## config.mk

```make
export PLATFORM = sky130hd
export DESIGN_NAME = famicom_pad_serializer
export DESIGN_NICKNAME = d
export VERILOG_FILES = /design/src/rtl/famicom_pkg.sv /design/src/rtl/famicom_sync_edge.sv /design/src/rtl/famicom_pad_serializer.sv
export SDC_FILE = /design/constraint.sdc
export NUM_CORES = 1
export LEC_CHECK = 0
export ABC_AREA = 1
export CORE_ASPECT_RATIO = 0.7
export CORE_MARGIN = 10
export CORE_UTILIZATION = 44
export CTS_CLUSTER_DIAMETER = 50
export DETAILED_ROUTE_END_ITERATION = 8
export PLACE_DENSITY = 0.84
export SYNTH_ARGS = -nofsm -noshare
export SYNTH_HDL_FRONTEND = slang
export SYNTH_HIERARCHICAL = 1
export SYNTH_SLANG_ARGS = --single-unit
```

## constraint.sdc

```tcl
create_clock -name clk_sys -period 1.5 [get_ports clk_sys]
set_input_delay 0.45 -clock clk_sys [delete_from_list [all_inputs] [get_ports clk_sys]]
set_output_delay 0.45 -clock clk_sys [all_outputs]
set_load 0.05 [all_outputs]
```

## src/rtl/famicom_pkg.sv

```systemverilog
// Shared definitions for the Famicom/NES pad serializer: button bit positions
// in the MiSTer joystick word and the pad-byte packing helper.
package famicom_pkg;

    localparam int BTN_R       = 0;
    localparam int BTN_L       = 1;
    localparam int BTN_D       = 2;
    localparam int BTN_U       = 3;
    localparam int BTN_A       = 4;
    localparam int BTN_B       = 5;
    localparam int BTN_SELECT  = 6;
    localparam int BTN_START   = 7;
    localparam int BTN_TURBO_A = 8;
    localparam int BTN_TURBO_B = 9;

    localparam int NES_BITS = 8;

    // Un-inverted pad byte {R,L,D,U,Start,Select,B,A}; A is shifted out first.
    function automatic logic [NES_BITS-1:0] nes_byte(
        input logic [15:0] joy16,
        input logic        phase,
        input logic        turbo_en
    );
        logic a_eff;
        logic b_eff;
        a_eff = joy16[BTN_A] | (turbo_en & joy16[BTN_TURBO_A] & phase);
        b_eff = joy16[BTN_B] | (turbo_en & joy16[BTN_TURBO_B] & phase);
        return {joy16[BTN_R], joy16[BTN_L], joy16[BTN_D], joy16[BTN_U],
                joy16[BTN_START], joy16[BTN_SELECT], b_eff, a_eff};
    endfunction

endpackage

```

## src/rtl/famicom_sync_edge.sv

```systemverilog
// Multi-flop synchroniser for an asynchronous strobe from the Gigatron clock
// domain, followed by a one-flop edge detector.
module famicom_sync_edge #(
    parameter int SYNC_STAGES = 2
) (
    input  logic clk_sys,
    input  logic reset,
    input  logic raw,
    output logic level,
    output logic rise,
    output logic fall
);

    logic [SYNC_STAGES-1:0] sync_q;
    logic                   prev_q;

    always_ff @(posedge clk_sys) begin
        if (reset) begin
            sync_q <= '0;
            prev_q <= 1'b0;
        end else begin
            sync_q <= {sync_q[SYNC_STAGES-2:0], raw};
            prev_q <= sync_q[SYNC_STAGES-1];
        end
    end

    assign level = sync_q[SYNC_STAGES-1];
    assign rise  = level & ~prev_q;
    assign fall  = ~level & prev_q;

endmodule

```

## src/rtl/famicom_pad_serializer.sv

```systemverilog
// Emulates NUM_PADS Famicom/NES serial controllers on clk_sys: latch loads the
// inverted pad bytes, each pulse rising edge shifts one bit out (1-filled).
module famicom_pad_serializer
    import famicom_pkg::*;
#(
    parameter int         NUM_PADS    = 2,
    parameter int         CHAIN       = 0,
    parameter logic [7:0] SIG_BYTE    = 8'h10,
    parameter int         SYNC_STAGES = 2,
    parameter int         TURBO_DIV   = 4
) (
    input  logic                   clk_sys,
    input  logic                   reset,
    input  logic [NUM_PADS*16-1:0] joystick,
    input  logic                   famicom_latch,
    input  logic                   famicom_pulse,
    input  logic [NUM_PADS-1:0]    turbo_en,
    output logic [NUM_PADS-1:0]    famicom_data,
    output logic                   read_done
);

    localparam int TOTAL_BITS = (CHAIN != 0) ? NUM_PADS*NES_BITS + NES_BITS : NES_BITS;
    localparam int CNT_W      = $clog2(TOTAL_BITS + 1);
    localparam int DIV_W      = (TURBO_DIV > 1) ? $clog2(TURBO_DIV) : 1;
    localparam logic [CNT_W-1:0] CNT_FULL = CNT_W'(TOTAL_BITS);
    localparam logic [CNT_W-1:0] CNT_LAST = CNT_W'(TOTAL_BITS - 1);
    localparam logic [DIV_W-1:0] DIV_LAST = DIV_W'(TURBO_DIV - 1);

    logic latch_level, latch_rise, latch_fall;
    logic pulse_level, pulse_rise, pulse_fall;

    famicom_sync_edge #(.SYNC_STAGES(SYNC_STAGES)) u_latch_sync (
        .clk_sys (clk_sys),
        .reset   (reset),
        .raw     (famicom_latch),
        .level   (latch_level),
        .rise    (latch_rise),
        .fall    (latch_fall)
    );

    famicom_sync_edge #(.SYNC_STAGES(SYNC_STAGES)) u_pulse_sync (
        .clk_sys (clk_sys),
        .reset   (reset),
        .raw     (famicom_pulse),
        .level   (pulse_level),
        .rise    (pulse_rise),
        .fall    (pulse_fall)
    );

    logic unused_sync;
    assign unused_sync = ^{latch_rise, pulse_level, pulse_fall, SIG_BYTE, joystick};

    // Latch wins over a coincident pulse edge.
    logic load;
    logic shift;
    assign load  = latch_level;
    assign shift = pulse_rise & ~latch_level;

    // Turbo phase advances on latch falling edges, i.e. only between reads.
    logic [DIV_W-1:0] turbo_div_cnt;
    logic             turbo_phase;

    always_ff @(posedge clk_sys) begin
        if (reset) begin
            turbo_div_cnt <= '0;
            turbo_phase   <= 1'b0;
        end else if (latch_fall) begin
            if (turbo_div_cnt == DIV_LAST) begin
                turbo_div_cnt <= '0;
                turbo_phase   <= ~turbo_phase;
            end else begin
                turbo_div_cnt <= turbo_div_cnt + 1'b1;
            end
        end
    end

    logic [NUM_PADS-1:0][NES_BITS-1:0] pad_inv;

    for (genvar p = 0; p < NUM_PADS; p++) begin : g_pad_byte
        assign pad_inv[p] = ~nes_byte(joystick[16*p +: 16], turbo_phase, turbo_en[p]);
    end

    if (CHAIN == 0) begin : g_parallel
        for (genvar p = 0; p < NUM_PADS; p++) begin : g_lane
            logic [NES_BITS-1:0] sr;
            always_ff @(posedge clk_sys) begin
                if (reset) begin
                    sr <= '1;
                end else if (load) begin
                    sr <= pad_inv[p];
                end else if (shift) begin
                    sr <= {1'b1, sr[NES_BITS-1:1]};
                end
            end
            assign famicom_data[p] = sr[0];
        end
    end else begin : g_chain
        logic [TOTAL_BITS-1:0] sr;
        always_ff @(posedge clk_sys) begin
            if (reset) begin
                sr <= '1;
            end else if (load) begin
                sr <= {~SIG_BYTE, pad_inv};
            end else if (shift) begin
                sr <= {1'b1, sr[TOTAL_BITS-1:1]};
            end
        end
        assign famicom_data[0] = sr[0];
        for (genvar p = 1; p < NUM_PADS; p++) begin : g_idle_line
            assign famicom_data[p] = 1'b1;
        end
    end

    // Saturating bit counter; starts full so reset never produces read_done.
    logic [CNT_W-1:0] bit_cnt;

    always_ff @(posedge clk_sys) begin
        if (reset) begin
            bit_cnt   <= CNT_FULL;
            read_done <= 1'b0;
        end else begin
            read_done <= 1'b0;
            if (load) begin
                bit_cnt <= '0;
            end else if (shift && (bit_cnt != CNT_FULL)) begin
                bit_cnt   <= bit_cnt + 1'b1;
                read_done <= (bit_cnt == CNT_LAST);
            end
        end
    end

endmodule

```

==> results.cfg <==
[min_path]
whs_path_depth = 2
hp-class = flop to flop
hold_start = u_latch_sync/sync_q[0]$_SDFF_PP0_

[floorplanning]
die_area_um2 = 5371
die_h_um = 64.39
ios = 41
die_w_um = 83.42
core_um2 = 2571
initial_core_util_pct = 48.18
rows = 15

[sta]
rsz0062_at_grt = no
maxSlewHeadroom_pct = 66.84
worstMarginPinSlew_ns = 0.4968
setup-tns-final_ns = 0
fin_crit_sh_pct = 88.26
setup_slack_ns = 0.1760
hold_violations = 0
fmax_mhz = 755.3
finalSetupViolations = 0
skew_ns = 0.004512
period_needed_ns = 1.324
hold_ws_ns = 0.4100
slew_violations = 0

[run_status]
outcome = complete, no violations

[critical_path]
worst_setup_path_end_kind = flop
r2r-start = u_latch_sync/sync_q[1]$_SDFF_PP0_
critical_path.max_fanout = 15
critPathLaunchType = flop
reg2regPathDepth = 4
required_ns = 1.66
crit_type = flop to flop
worstPathArrival_ns = 1.48
critical_path.startpoint = u_latch_sync/sync_q[1]$_SDFF_PP0_

[flow_run]
maxCapViolations = 0

[logic_synthesis]
synthesis.area_um2 = 1239
synth_fp_nets = 198
synthCells = 157
synth_warnings = 6
syn-mean-instance-area_um2 = 7.890

[route]
via_per_inst = 5.099
wl_met3_um = 175
route.top_layer_used = met4
vias = 1137
postRouteAntennaNets = 0
drtPass1Iterations = 4
drc = 0
avgRoutedWirePerCell_um = 13.13
wl_met2_um = 1509
drt_wl_total_um = 2927
first_iter_violations = 57
drt-met1-wl_um = 1211

[clock_tree]
numCtsBuffers = 5
clockBufferDepth = 2
postCtsSetupBuffers = 0
cts_tree = yes
ctsResizeCount = 0
htree_levels = 2
cts_sinks = 30
clkLatencyLatePin_ns = 0.28
cts.reportedPaths.clkPinSlew_ns = 0.06
cts_root_buffer = clkbuf_8
cts_hold_buf = 0

[global_routing]
antenna_found_initial = 0
grt.overflow.total = 0
grt_max_degree = 16
grt_first_pass_wirelength_um = 5326
grt_use_total_pct = 11.76
first_global_vias = 1218

[layout]
utilization_pct = 65.35
diodes = 0
syn_to_final_growth_pct = 35.66
drive_gt1_share_pct = 8.466
fin_nets = 230

[place]
routabilityCongestion = 0.8656
io_buffers = 28
dp_hpwl_um = 2273
detailedPlace.worstSlack_ns = -0.01376

[power_and_ir_drop]
p_leak_nw = 0.7004
ir_drop_mv = 0.5699
power-per-cell-area_nw_per_um2 = 997.4
-- registers in the layout, summed over array words and instances, names as in the netlist --
register              flops
g_parallel.g_lane.sr     16
bit_cnt                   4
turbo_div_cnt             2
u_latch_sync/sync_q       2
u_pulse_sync/sync_q       2
read_done                 1
turbo_phase               1
u_latch_sync/prev_q       1
u_pulse_sync/prev_q       1
-- layout by cell type (no fill, tap or decap), types with 2 or more instances in the layout --
master,n
a21oi_1,3
buf_12,5
buf_4,2
clkbuf_1,2
clkbuf_8,5
clkdlybuf4s50_1,25
dfxtp_1,30
ha_1,3
inv_1,16
nand2_1,41
nand3_1,9
nand4_1,3
nor2_1,18
nor2_4,2
o2111ai_1,10
o211ai_1,2
o21ai_0,6
-- layout make-up --
| cell class | count | area (um^2) |
|---|---|---|
| fillers | 207 | 890.9 |
| flip-flops and latches | 30 | 600.6 |
| multi-input cells | 102 | 528.0 |
| repair buffers | 32 | 365.4 |
| clock buffers | 7 | 76.32 |
| inverters | 18 | 67.56 |
| well taps | 34 | 42.54 |
-- path summary, 6_finish.rpt --
kind / endpoint / slack [ns]
hold reg to reg: u_latch_sync/sync_q[1]$_SDFF_PP0_ / 0.41
setup / recovery: g_parallel.g_lane[1].sr[7]$_SDFFE_PP1P_ / 0.18
setup reg to reg: g_parallel.g_lane[1].sr[7]$_SDFFE_PP1P_ / 0.18
hold / removal: u_latch_sync/sync_q[1]$_SDFF_PP0_ / 0.41
-- per-layer routing --
metal | vias to the layer above | track usage, %
met4 | 0 | 5.625
met1 | 520 | 11.93
met5 | - | 0
li1 | 581 | -
met3 | 3 | 4.937
met2 | 33 | 20.77
-- power breakdown --
part / leakage (nW) / switching, mW / internal [mW]
Sequential: 0.246 / 0.0265 / 0.839
Combinational: 0.416 / 0.0978 / 0.122
Clock: 0.0383 / 0.272 / 0.318
Total: 0.700 / 0.397 / 1.28
-- stage by stage --
step                power, mW  cells  area (um^2)
floorplan              0.9830    157         1239
detailed placement      1.102    216         1604
global route            1.759    223         1680
CTS                     1.690    223         1680
finish                  1.676    223         1680
global placement        1.093    216         1604
-- worst max-delay path, cell delays in order, from the launching register on --
cell and delay [ns]:
dfxtp_1 0.46, nor2_4 0.37, inv_1 0.10, o21ai_0 0.18, nand2_1 0.09
(Power assumes the default switching activity.)
